===== src/rtl/load_store_seq.sv =====
// Byte-serial load/store sequencer: breaks RV32I b/h/w accesses into single-byte
// memory cycles and reassembles/extends load data for a one-cycle response.
module load_store_seq #(
  parameter bit ALIGN_CHECK = 1'b1
) (
  input  logic        clk,
  input  logic        reset,
  input  logic        req_valid,
  output logic        req_ready,
  input  logic        req_write,
  input  logic [2:0]  req_funct3,
  input  logic [31:0] req_addr,
  input  logic [31:0] req_wdata,
  output logic        resp_valid,
  output logic [31:0] resp_rdata,
  output logic        resp_err,
  output logic [31:0] mem_addr,
  output logic [31:0] mem_wdata,
  output logic        mem_write,
  output logic        mem_read,
  output logic [2:0]  mem_funct3,
  input  logic [31:0] mem_rdata
);

  typedef enum logic [1:0] {S_IDLE, S_ACCESS, S_RESP} state_e;

  state_e      state_q, state_d;
  logic [1:0]  k_q, k_d;
  logic [1:0]  last_q, last_d;
  logic        write_q, write_d;
  logic [2:0]  funct3_q, funct3_d;
  logic [31:0] addr_q, addr_d;
  logic [31:0] wdata_q, wdata_d;
  logic        err_q, err_d;
  logic [31:0] asm_q, asm_d;

  // Decode of the request currently on the input port.
  logic [1:0] req_last;
  logic       req_illegal;
  logic       req_misaligned;

  always_comb begin
    req_last    = 2'd0;
    req_illegal = 1'b0;
    unique case (req_funct3)
      3'b000, 3'b100: req_last = 2'd0;
      3'b001, 3'b101: req_last = 2'd1;
      3'b010:         req_last = 2'd3;
      default:        req_illegal = 1'b1;
    endcase
    // Unsigned variants only exist for loads.
    if (req_write && req_funct3[2]) req_illegal = 1'b1;
    req_misaligned = ALIGN_CHECK &&
                     (((req_last == 2'd1) && req_addr[0]) ||
                      ((req_last == 2'd3) && (req_addr[1:0] != 2'b00)));
  end

  // NOTE: every signal written here gets a default first, so no path leaves
  // one unassigned and no latch is inferred.
  always_comb begin
    state_d    = state_q;
    k_d        = k_q;
    last_d     = last_q;
    write_d    = write_q;
    funct3_d   = funct3_q;
    addr_d     = addr_q;
    wdata_d    = wdata_q;
    err_d      = err_q;
    asm_d      = asm_q;
    req_ready  = 1'b0;
    resp_valid = 1'b0;
    resp_rdata = 32'd0;
    resp_err   = 1'b0;
    mem_addr   = 32'd0;
    mem_wdata  = 32'd0;
    mem_write  = 1'b0;
    mem_read   = 1'b0;
    mem_funct3 = 3'b000;

    unique case (state_q)
      S_IDLE: begin
        req_ready = 1'b1;
        if (req_valid) begin
          write_d  = req_write;
          funct3_d = req_funct3;
          addr_d   = req_addr;
          wdata_d  = req_wdata;
          last_d   = req_last;
          k_d      = 2'd0;
          asm_d    = 32'd0;
          err_d    = req_illegal || req_misaligned;
          state_d  = (req_illegal || req_misaligned) ? S_RESP : S_ACCESS;
        end
      end

      S_ACCESS: begin
        mem_addr  = addr_q + {30'd0, k_q};
        mem_write = write_q;
        mem_read  = !write_q;
        if (write_q) mem_wdata = {24'd0, wdata_q[{k_q, 3'b000} +: 8]};
        else         asm_d[{k_q, 3'b000} +: 8] = mem_rdata[7:0];
        k_d = k_q + 2'd1;
        if (k_q == last_q) state_d = S_RESP;
      end

      S_RESP: begin
        resp_valid = 1'b1;
        resp_err   = err_q;
        if (!err_q && !write_q) begin
          unique case (funct3_q)
            3'b000:  resp_rdata = {{24{asm_q[7]}}, asm_q[7:0]};
            3'b001:  resp_rdata = {{16{asm_q[15]}}, asm_q[15:0]};
            3'b100:  resp_rdata = {24'd0, asm_q[7:0]};
            3'b101:  resp_rdata = {16'd0, asm_q[15:0]};
            default: resp_rdata = asm_q;
          endcase
        end
        state_d = S_IDLE;
      end

      default: state_d = S_IDLE;
    endcase
  end

  // NOTE: state uses non-blocking assignments so every register samples the
  // pre-edge values of the others, independent of statement order.
  always_ff @(posedge clk or negedge reset) begin
    if (!reset) begin
      state_q  <= S_IDLE;
      k_q      <= 2'd0;
      last_q   <= 2'd0;
      write_q  <= 1'b0;
      funct3_q <= 3'b000;
      addr_q   <= 32'd0;
      wdata_q  <= 32'd0;
      err_q    <= 1'b0;
      asm_q    <= 32'd0;
    end else begin
      state_q  <= state_d;
      k_q      <= k_d;
      last_q   <= last_d;
      write_q  <= write_d;
      funct3_q <= funct3_d;
      addr_q   <= addr_d;
      wdata_q  <= wdata_d;
      err_q    <= err_d;
      asm_q    <= asm_d;
    end
  end

endmodule


===== config.mk =====
export PLATFORM = sky130hd
export DESIGN_NAME = load_store_seq
export DESIGN_NICKNAME = d
export VERILOG_FILES = /design/src/rtl/load_store_seq.sv
export SDC_FILE = /design/constraint.sdc
export NUM_CORES = 1
export LEC_CHECK = 0
export ABC_AREA = 1
export BUFFER_PORTS_ARGS = -buffer_cell sky130_fd_sc_hd__buf_2
export CAP_MARGIN = 25
export CELL_PAD_IN_SITES_DETAIL_PLACEMENT = 1
export CELL_PAD_IN_SITES_GLOBAL_PLACEMENT = 1
export CORE_ASPECT_RATIO = 2
export CORE_UTILIZATION = 33
export CTS_BUF_LIST = sky130_fd_sc_hd__clkbuf_4 sky130_fd_sc_hd__clkbuf_8
export DETAILED_ROUTE_END_ITERATION = 6
export PLACE_DENSITY = 0.82
export SLEW_MARGIN = 20
export SYNTH_ARGS = -nofsm -noshare
export SYNTH_HDL_FRONTEND = slang
export SYNTH_SLANG_ARGS = --single-unit

===== constraint.sdc =====
create_clock -name clk -period 2 [get_ports clk]
set_input_delay 0.5 -clock clk [delete_from_list [all_inputs] [get_ports clk]]
set_output_delay 0.5 -clock clk [all_outputs]
set_load 0.02 [all_outputs]

; Word level (Yosys, flattened, before mapping)
; Cells that the tools add are included.
[word_totals]
register_bits = 107
latch_bits = 0
mem_bits_rw = 0
rom_bits = 0
word_cells = 73
memories = 0
[op_classes]
addsub = 3
mul = 0
n_div = 0
magnitude_cmp = 0
n_eq_ne = 15
shifts = 3
mux = 24
bitwise = 0
reduce_logical = 19
[op_table]
columns = cell, count
row1 = 32-bit two-way mux, 5
row2 = 32-bit case mux with 4 select lines, 1
row3 = 32-bit case mux with 2 select lines, 1
row4 = 32-bit by 2-bit adder with 32-bit output, 1
row5 = 32-bit bitwise mux, 1
row6 = "8-bit by 7-bit variable shift with 32-bit output, first input constant", 1
row7 = 32-bit by 6-bit indexed part select with 8-bit output, 1
row8 = 8-bit by 7-bit indexed part select with 32-bit output, 1
row9 = 8-bit two-way mux, 2
row10 = "3-bit equality test, second input constant", 4
row11 = 2-bit case mux with 2 select lines, 3
row12 = 2-bit two-way mux, 4
row13 = 1-bit two-way mux, 7
row14 = 5-bit negator with 7-bit output, 1
row15 = "3-bit by 1-bit equality test with 1-bit output, second input constant", 2
row16 = 3-bit zero test, 2
row17 = "2-bit inequality test, second input constant", 3
row18 = 2-bit AND reduction, 3
row19 = 5-bit OR reduction, 1
row20 = "2-bit by 1-bit equality test with 1-bit output, second input constant", 2
row21 = "2-bit equality test, second input constant", 2
row22 = 1-bit logical AND, 4
row23 = 2-bit nonzero test, 2
row24 = "3-bit by 2-bit equality test with 1-bit output, second input constant", 1
row25 = other kinds (7), 9

; Logic depth before layout (Yosys ltp)
; Gate-level depths: netlist of run 1.
[logic_depth]
word_depth = 10
depth_mapped = 11
ltp_nobuf = 10

; Worst setup path before layout of run 1
; OpenSTA, ideal clock, no wires.
[synth_path]
path_type = register to output
from = reg k_q[0]
to = out mem_addr[18]
t_arrival_ps = 1808
required_ps = 1500
slack_ps = -308
path_stages_with_launch = 10
n_path_buf = 0
cell_sequence = dfrtp_1 > ha_1 > fa_1 > nand2_1 > nor2_1 > nand2_1 > nor2_4 > nand2_1 > o21ai_0 > nor2_1
[synth_between]
elab_chain_len = 2
[synth_rtl]
columns = item, line_no
row1 = "start, declared", 28  ; logic [1:0] k_q, k_d;
row2 = "start signal, assigned", 140  ; k_q <= k_d;
row3 = 32-bit by 2-bit adder with 32-bit output, 97  ; mem_addr = addr_q + {30'd0, k_q};
row4 = 32-bit two-way mux, 80  ; unique case (state_q)
row5 = "end, declared", 17  ; output logic [31:0] mem_addr,
; No other way between the ends.

; Worst setup path after layout of run 1
[layout_path]
from = reg k_q[0]
to = out mem_addr[16]
; Same word-level chain as after synthesis.

==> impl_metrics.yaml, run 1 <==
status:
  status: "finished with violations"
  violations: "setup timing"
drt:
  route.met3.wl_um: 1025
  drt-wirelength-per-cell_um: 19.25
  drc_errors: 0
  route.antenna.remaining_nets: 0
  sum_of_routed_wire_segments_on_met1_um: 8800
  detail_route.first_pass.iterations: 6
  dr_wl_met2_um: 15180
  routed-via-count: 7066
  routed_wirelength_um: 27090
  drt_iter0_drc: 274
  viasPerCell: 5.022
  top_signal_layer_used: "met4"
global_routing:
  grt_pass1_vias: 7325
  largest_net_degree_at_the_start_of_global_routing: 60
  grt_overflow: 0
  number_of_antenna_violations_at_the_first_check_in_global_routing: 0
  grtUsageTotal_pct: 26.11
  grt_first_pass_wirelength_um: 38480
synthesis:
  fraction_of_the_yosys_area_taken_by_sequential_cells_pct: 42.39
  synth_ff_type: "sky130_fd_sc_hd__dfrtp_1"
  ys_types: 39
  synthDominantCellAreaShare_pct: 42.39
  syn_area_um2: 6316
  synth.most_common_cell: "sky130_fd_sc_hd__nand2_1"
  post_synth.cell_area_avg_um2: 7.026
  synth_top_cell_by_area: "sky130_fd_sc_hd__dfrtp_1"
  synth-edff-count: 0
  ys_ff_latch: 107
  asr_flop_ratio_synth_pct: 100.0
  synth_common_cells: "sky130_fd_sc_hd__nand2_1 (334), sky130_fd_sc_hd__nor2_1 (149), sky130_fd_sc_hd__dfrtp_1 (107)"
  synthesized_netlist_cell_count: 899
  yosysWarnings: 0
  post_synth_main_area_contributors: "sky130_fd_sc_hd__dfrtp_1 (42%), sky130_fd_sc_hd__nand2_1 (20%), sky130_fd_sc_hd__nor2_1 (8.9%)"
clocking:
  cts_inserted_buffers: 9
  clockBufferDepth: 2
  cts_root_buf: "sky130_fd_sc_hd__clkbuf_8"
  cts_htree_levels: 3
  clk_transition_reported_paths_ns: 0.11
  clock_sinks: 107
  cts_tree: "yes"
  worst_skew_pair.late_latency_ns: 0.41
die:
  fp.dieH_um: 197.7
  num_io_pins: 207
  num_rows: 71
  initial_core_util_pct: 33.70
  die_width_um: 99.83
  coreArea_um2: 18740
  fp.dieArea_um2: 19730
timing:
  report.final.setup_viol: 80
  grt_setup_unrepaired: "yes"
  finalWorstSetupSlack_ns: -0.7039
  hold_viol_final: 0
  clock-skew-final_ns: 0.01674
  clock.fmax_mhz: 369.8
  setup-tns-final_ns: -33.90
  timing.final.crit_share_pct: 135.2
  slew_viol_final: 0
  post-route-min-period_ns: 2.704
  timing.hold.ws_ns: 0.2885
pwr:
  maximum_resistive_drop_on_vdd_uv: 593.8
  p_leak_nw: 4.567
  p_per_area_nw_per_um2: 1279
  post-layout-total-power_w: 0.01237
placement:
  placement.setup.worst_slack_ns: -0.3109
  place.gp.congestion: 0.9076
  io_buffers: 155
  place_hpwl_um: 17300
flow_run:
  maxCapViolations: 0
layout:
  drive_gt1_share_pct: 40.28
  layout.core_utilization_pct: 51.59
  num-fill-cells: 2306
  layout.nets: 1257
  antenna_cells_inserted: 0
  synthToLayoutAreaGrowth_pct: 53.11
critical_path:
  critical-path-top-delay-family: "adder cells"
  timing.setup.critical_path_class: "register to output port"
  critical_path_start_type: "register"
  timing.critical_path.cells: "ha_4 -> fa_2 -> nand2_4 -> buf_6 -> nor2_4 -> nand2_4 -> nor2_4 -> xnor2_2 -> nor2_2 -> buf_6"
  crit_fanout: 3
  cp_num_buf_inv: 2
  end_kind: "output port"
  worstPathArrival_ns: 2.20
  crit_path_top_delay_cell: "sky130_fd_sc_hd__dfrtp_2"
  crit_path_max_incr_delay_ns: 0.45
  critical_path_required_ns: 1.50
hold_path:
  hold_class: "input port to register"
## final cells by class
| cell class | count | area [µm²] | share of cell area [%] |
|---|---|---|---|
| clock buffers | 11 | 145.1 | 1.501 |
| clock inverters | 5 | 68.82 | 0.7116 |
| inverters | 57 | 242.7 | 2.510 |
| multi-input cells | 704 | 3946 | 40.81 |
| flip-flops and latches | 107 | 2679 | 27.70 |
| well taps | 255 | 319.1 | 3.299 |
| repair buffers | 268 | 2270 | 23.47 |
## cell usage in the layout, fill, tap and decap left out, types with 3 or more instances in the layout
master,n
sky130_fd_sc_hd__o21ai_0,23
sky130_fd_sc_hd__buf_4,100
sky130_fd_sc_hd__inv_2,12
sky130_fd_sc_hd__ha_1,4
sky130_fd_sc_hd__o31ai_2,3
sky130_fd_sc_hd__inv_4,5
sky130_fd_sc_hd__xnor2_2,3
sky130_fd_sc_hd__buf_12,10
sky130_fd_sc_hd__a21oi_1,9
sky130_fd_sc_hd__a21oi_4,7
sky130_fd_sc_hd__inv_1,38
sky130_fd_sc_hd__nand3_2,4
sky130_fd_sc_hd__nand2_4,11
sky130_fd_sc_hd__nor2_1,96
sky130_fd_sc_hd__o21ai_4,6
sky130_fd_sc_hd__dfrtp_1,106
sky130_fd_sc_hd__a21oi_2,18
sky130_fd_sc_hd__o21ai_1,28
sky130_fd_sc_hd__o21ai_2,17
sky130_fd_sc_hd__buf_2,82
sky130_fd_sc_hd__nand2_1,317
sky130_fd_sc_hd__nand2_2,12
sky130_fd_sc_hd__xnor2_1,3
sky130_fd_sc_hd__nand3_1,22
sky130_fd_sc_hd__clkbuf_8,10
sky130_fd_sc_hd__buf_6,70
sky130_fd_sc_hd__o31ai_1,5
sky130_fd_sc_hd__nor2_2,29
sky130_fd_sc_hd__conb_1,27
sky130_fd_sc_hd__nor2_4,38
## power breakdown
group	internal [W]	switching, W
Combinational	0.00285	0.00432
Sequential	0.00292	0.000754
Clock	0.000651	0.000870
Total	0.00642	0.00595
## worst reg2reg max path: cells and delay by family (launching register included)
kind / cells / cell delay (ns)
buf+inv: 5 / 0.74
flops: 1 / 0.45
simple gates: 2 / 0.42
fa+ha+maj: 1 / 0.29
compound gates: 1 / 0.19
## through the flow
step | area, µm² | std cells
after detailed placement | 7830 | 1342
after global routing | 9671 | 1407
after global placement | 7830 | 1342
after floorplan | 6555 | 925
final | 9671 | 1407
after CTS | 8971 | 1389
## cells by family after synthesis
kind of cell,synth area share [%]
xor gates and xnor gates,1.387
other,0.05937
AOI/OAI and AO/OA,10.86
buffers and inverters,9.172
and+or+nand+nor,34.63
adders and majority gates,1.506
DFF,42.39
## routing by layer
layer  up-vias  GRT usage [%]
li1       3248              -
met1      3434          24.57
met2       277          50.29
met3       107          2.972
met4         0          19.23
met5         -              0
## final timing paths
path                       slack (ns)           end          from  depth (start not counted)
max                             -0.70  mem_addr[16]        k_q[0]                         10
min                              0.29    addr_q[12]  req_addr[12]                          3
max reg2reg                     -0.18     asm_q[10]        k_q[0]                          9
min reg2reg                      0.50   wdata_q[27]   wdata_q[27]                          2
max in group asynchronous        0.95        k_q[0]         reset                          3
min in group asynchronous        0.49    wdata_q[7]         reset                          2
## timing repair
action	in CTS	in global routing
endpoints found under the hold margin	11	0
cloned	4	2
gates resized for setup	204	151
hold buffers	1	0
endpoints found under the setup margin	92	106
pin swaps	35	39
buffers inserted	27	21
## state kept, by name, indices dropped and copies added (netlist names)
| register | flops |
|---|---|
| addr_q | 32 |
| asm_q | 32 |
| wdata_q | 32 |
| funct3_q | 3 |
| k_q | 2 |
| last_q | 2 |
| state_q | 2 |
| err_q | 1 |
| write_q | 1 |
No activity file was read; power rests on OpenSTA's default activity.
==> run 2, diff against run 1 <==
--- a/config.mk
+++ b/config.mk
@@ -17,3 +17,3 @@
 export PLACE_DENSITY = 0.82
-export SLEW_MARGIN = 20
+export REMOVE_ABC_BUFFERS = 1
 export SYNTH_ARGS = -nofsm -noshare
==> constraint.sdc (replaced) <==
create_clock -name clk -period 2 [get_ports clk]
set_input_delay 0.3 -clock clk [delete_from_list [all_inputs] [get_ports clk]]
set_output_delay 0.3 -clock clk [all_outputs]
set_load 0.02 [all_outputs]
==> impl_metrics.yaml, run 2 (synthesized netlist as in run 1, its figures left out) <==
drt:
  drc_errors: 0
  routed-via-count: 6548
  detail_route.first_pass.iterations: 4
  viasPerCell: 4.811
  drt_iter0_drc: 181
  routed_wirelength_um: 21830
  drt-wirelength-per-cell_um: 16.04
  route.antenna.remaining_nets: 0
timing:
  hold_viol_final: 0
  grt_setup_unrepaired: "yes"
  worst-slew-pin-transition_ns: 0.5208
  finalWorstSetupSlack_ns: -0.5256
  timing.final.crit_share_pct: 126.3
  slew_viol_final: 0
  report.final.setup_viol: 59
  clock-skew-final_ns: 0.01548
  slew_headroom_pct: 65.28
  clock.fmax_mhz: 395.9
  post-route-min-period_ns: 2.526
die:
  num_io_pins: 207
  num_rows: 71
  initial_core_util_pct: 33.70
  fp.dieH_um: 197.7
  fp.dieArea_um2: 19730
  die_width_um: 99.83
  coreArea_um2: 18740
global_routing:
  number_of_antenna_violations_at_the_first_check_in_global_routing: 2
  grt_first_pass_wirelength_um: 34110
  grt_overflow: 0
  grtUsageTotal_pct: 22.47
  grt_pass1_vias: 6998
  largest_net_degree_at_the_start_of_global_routing: 86
clocking:
  worst_skew_pair.late_latency_ns: 0.40
  cts_htree_levels: 3
  cts_tree: "yes"
  cts_root_buf: "sky130_fd_sc_hd__clkbuf_8"
  clock_sinks: 107
  clockBufferDepth: 2
  cts_inserted_buffers: 9
  clk_transition_reported_paths_ns: 0.11
pwr:
  p_leak_nw: 4.160
  maximum_resistive_drop_on_vdd_uv: 540.3
  p_per_area_nw_per_um2: 1188
placement:
  io_buffers: 155
  place.gp.congestion: 0.8548
  place_hpwl_um: 15720
  placedInstanceArea_um2: 7423
critical_path:
  worstPathArrival_ns: 2.23
  critical_path_required_ns: 1.70
  end_kind: "output port"
  critical_path_start_type: "register"
  timing.setup.critical_path_class: "register to output port"
  rr_worst_depth: 6
  crit_fanout: 6
layout:
  commonest_cells_after_routing_fill_and_taps_aside: "sky130_fd_sc_hd__nand2_1 (318), sky130_fd_sc_hd__nor2_1 (129), sky130_fd_sc_hd__dfrtp_1 (101), sky130_fd_sc_hd__buf_2 (95), sky130_fd_sc_hd__buf_4 (79)"
  final_instance_area_um2: 8645
  synthToLayoutAreaGrowth_pct: 36.87
  layout.core_utilization_pct: 46.12
  drive_gt1_share_pct: 32.79
  layout_top_registers: "addr_q x32, asm_q x32, wdata_q x32"
  num-fill-cells: 2371
  layout.nets: 1210
  most_common_cell_after_layout_fill_and_taps_aside: "sky130_fd_sc_hd__nand2_1"
flow_run:
  maxCapViolations: 0
status:
  violations: "setup timing"
  status: "finished with violations"
hold_path:
  hold_class: "input port to register"
  whs_path_depth: 3
## run 2: cell count changes in the layout (fill, tap and decap cells not counted), sizes merged
cell / previous run / this run
buf: 266 / 221
diode: 0 / 2
clkinv: 1 / 3
nand2: 341 / 340
bufinv: 1 / 0
clkbuf: 12 / 9
## run 2: critical path, stage by stage, from the launching register on
cell and delay, ns:
sky130_fd_sc_hd__dfrtp_1 0.43, sky130_fd_sc_hd__ha_4 0.18, sky130_fd_sc_hd__fa_2 0.42, sky130_fd_sc_hd__nand2_4 0.12, sky130_fd_sc_hd__nor2_4 0.05, sky130_fd_sc_hd__nand2_4 0.08, sky130_fd_sc_hd__nor2_4 0.07, sky130_fd_sc_hd__buf_6 0.12
sky130_fd_sc_hd__xnor2_2 0.11, sky130_fd_sc_hd__nor2_1 0.10, sky130_fd_sc_hd__buf_4 0.15
## run 2: path summary, 6_finish.rpt
path,from,to,slack [ns]
setup / recovery,k_q[0],mem_addr[14],-0.53
hold / removal,req_wdata[29],wdata_q[29],0.08
setup reg to reg,k_q[0],asm_q[29],-0.02
hold reg to reg,wdata_q[27],wdata_q[27],0.49
max in group asynchronous,reset,write_q,0.94
min in group asynchronous,reset,wdata_q[15],0.43
## run 2: metal layers
metal	vias up	track usage [%]	wire, µm
li1	3157	-	-
met1	3157	22.16	7682
met2	174	44.29	12560
met3	60	2.265	580
met4	0	12.36	1010
met5	-	0	0
## run 2: what timing repair did
action	4_1_cts	5_1_grt
hold endpoints to repair	35	0
gates cloned	1	0
endpoints found under the setup margin	71	95
resized for setup	130	99
buffers inserted	17	19
hold buffers	1	0
pin swaps	33	37
## run 2: final cells by class
type | instances | area (µm²) | share of cell area [%]
tap | 255 | 319.1 | 3.691
antenna | 2 | 5.005 | 0.05790
sequential | 107 | 2685 | 31.06
timing repair buffer | 222 | 1659 | 19.19
clock inverter | 6 | 61.31 | 0.7092
inverter | 57 | 225.2 | 2.605
clock buffer | 9 | 123.9 | 1.433
multi-input combinational | 703 | 3566 | 41.25
## run 2: through the flow
stage                     worst slack [ns]  setup TNS, ns  power, W  cells  hold slack [ns]
final                              -0.5256         -15.58   0.01027   1361          0.08320
after global routing               -0.6092         -22.67   0.01104   1361          0.08152
after CTS                          -0.4694         -15.31  0.009862   1341          0.07381
after detailed placement           -0.2103         -2.574  0.008020   1308           0.3108
after global placement             -0.1503         -1.359  0.007854   1308           0.3102
after floorplan                    -0.4780         -29.30  0.006335    866         0.004409
## run 2: power breakdown
part	internal (W)	switching, W
combinational	0.00185	0.00340
clock	0.000475	0.000852
sequential	0.00293	0.000763
==> run 3, diff against run 2 <==
Settings changed: CORE_ASPECT_RATIO 2 to 0.5.
==> impl_metrics.yaml, run 3 (synthesized netlist as in run 1, its figures left out) <==
status:
  status: "finished with violations"
  violations: "setup timing"
die:
  num_rows: 35
  die_width_um: 197.7
  fp.dieH_um: 99.83
  coreArea_um2: 18570
  num_io_pins: 207
  initial_core_util_pct: 34.02
  fp.dieArea_um2: 19730
drt:
  drt-wirelength-per-cell_um: 15.85
  detail_route.first_pass.iterations: 4
  routed-via-count: 6487
  routed_wirelength_um: 21420
  drc_errors: 0
  drt_iter0_drc: 285
  route.antenna.remaining_nets: 0
  viasPerCell: 4.802
hold_path:
  hold-path-endpoint: "wdata_q[7]"
  hold_class: "input port to register"
  whs_path_depth: 3
  min_from: "req_wdata[7]"
clocking:
  cts_inserted_buffers: 9
  clockBufferDepth: 2
  cts_htree_levels: 3
  cts_tree: "yes"
  cts_root_buf: "sky130_fd_sc_hd__clkbuf_8"
  worst_skew_pair.late_latency_ns: 0.40
  clock_sinks: 107
  clk_transition_reported_paths_ns: 0.12
pwr:
  p_per_area_nw_per_um2: 1220
  maximum_resistive_drop_on_vdd_uv: 592.9
  post-layout-total-power_w: 0.01009
  p_leak_nw: 4.064
critical_path:
  rr_worst_depth: 6
  regToRegEndpoint: "asm_q[28]"
  path_common_cell: "sky130_fd_sc_hd__buf_4"
  crit_fanout: 3
  end_kind: "output port"
  timing.critical_path.cells: "ha_2 -> fa_2 -> buf_4 -> buf_6 -> inv_4 -> nor2_4 -> xnor2_2 -> nor2_1 -> buf_4"
  rr_startpoint: "k_q[0]"
  critical_path_start_type: "register"
  crit_path_max_incr_delay_ns: 0.41
  crit_path_top_delay_cell: "sky130_fd_sc_hd__dfrtp_1"
  timing.setup.critical_path_class: "register to output port"
  critical_path_required_ns: 1.70
  setup.reg_to_reg.worst_slack_ns: -0.17
  worstPathArrival_ns: 2.20
layout:
  drive_gt1_share_pct: 29.51
  commonest_cells_after_routing_fill_and_taps_aside: "sky130_fd_sc_hd__nand2_1 (322), sky130_fd_sc_hd__nor2_1 (139), sky130_fd_sc_hd__dfrtp_1 (104), sky130_fd_sc_hd__buf_2 (100), sky130_fd_sc_hd__buf_4 (82)"
  layout.nets: 1196
  num-fill-cells: 2444
  layout_top_registers: "addr_q x32, asm_q x32, wdata_q x32"
  most_common_cell_after_layout_fill_and_taps_aside: "sky130_fd_sc_hd__nand2_1"
  layout.core_utilization_pct: 44.54
  synthToLayoutAreaGrowth_pct: 30.92
timing:
  post-route-min-period_ns: 2.505
  hold_viol_final: 0
  timing.final.crit_share_pct: 125.2
  grt_setup_unrepaired: "yes"
  slew_viol_final: 0
  finalWorstSetupSlack_ns: -0.5048
  clock-skew-final_ns: 0.01166
  report.final.setup_viol: 72
  clock.fmax_mhz: 399.2
placement:
  place_hpwl_um: 15100
  place.gp.congestion: 0.8413
  io_buffers: 155
global_routing:
  largest_net_degree_at_the_start_of_global_routing: 44
  number_of_antenna_violations_at_the_first_check_in_global_routing: 1
  grt_first_pass_wirelength_um: 33620
  grt_overflow: 0
  grt_pass1_vias: 6610
  grtUsageTotal_pct: 21.54
flow_run:
  maxCapViolations: 0
## run 3: how the worst max path moves through the flow
stage	slack (ns)	from	end	cells past startpoint
2_1_floorplan	-0.48	k_q[0]	mem_addr[18]	10
3_3_place_gp	-0.12	k_q[0]	mem_addr[18]	10
3_5_place_dp	-0.18	k_q[0]	mem_addr[18]	10
4_1_cts	-0.44	k_q[0]	mem_addr[30]	11
5_1_grt	-0.60	k_q[0]	mem_addr[30]	11
6_report	-0.50	k_q[0]	mem_addr[10]	9
## run 3: stage by stage
step	hold WS, ns	setup slack [ns]	cell area [µm²]	std cells	setup TNS, ns
floorplan	0.004409	-0.4780	6048	866	-29.30
global placement	0.2113	-0.1213	7416	1312	-0.7413
detailed placement	0.2106	-0.1839	7416	1312	-1.750
CTS	0.06803	-0.4437	8011	1343	-15.19
global route	0.07766	-0.6041	8269	1351	-24.17
finish	0.08778	-0.5048	8269	1351	-15.96
## run 3: metal layers
metal / wire length, µm / up-vias / share of wire (%) / GRT usage [%]
li1: - / 3128 / - / -
met1: 9203 / 3168 / 43 / 26.99
met2: 10830 / 159 / 51 / 38.22
met3: 940 / 32 / 4.4 / 3.730
met4: 449 / 0 / 2.1 / 6.380
met5: 0 / - / 0 / 0
## run 3: cell type report
class	count	area [µm²]	share of cell area, %
flip-flops and latches	107	2681	32.43
multi-input cells	703	3405	41.17
diodes	1	2.502	0.03026
inverters	57	225.2	2.724
repair buffers	208	1429	17.28
clock buffers	10	131.4	1.589
well taps	259	324.1	3.919
clock inverters	6	71.32	0.8625
## run 3: what timing repair did
item                       4_1_cts  5_1_grt
hold buffers                     1        0
pin swaps                       24       18
gates cloned                     1        0
setup endpoints to repair       77       91
resized for setup              101       60
setup buffers                   14        7
hold endpoints to repair        18        0
## run 3: critical path: cells and delay by family (launching register included)
kind	cells	cell delay [ns]
xor+xnor	1	0.13
fa+ha+maj	2	0.58
simple gates	2	0.20
buf+inv	4	0.48
flops	1	0.41
## run 3: report_power, final
group | leakage (nW) | internal (W) | total (W) | switching, W
clock network | 0.103 | 0.000611 | 0.00146 | 0.000852
logic | 2.59 | 0.00169 | 0.00496 | 0.00326
registers | 1.37 | 0.00292 | 0.00367 | 0.000747
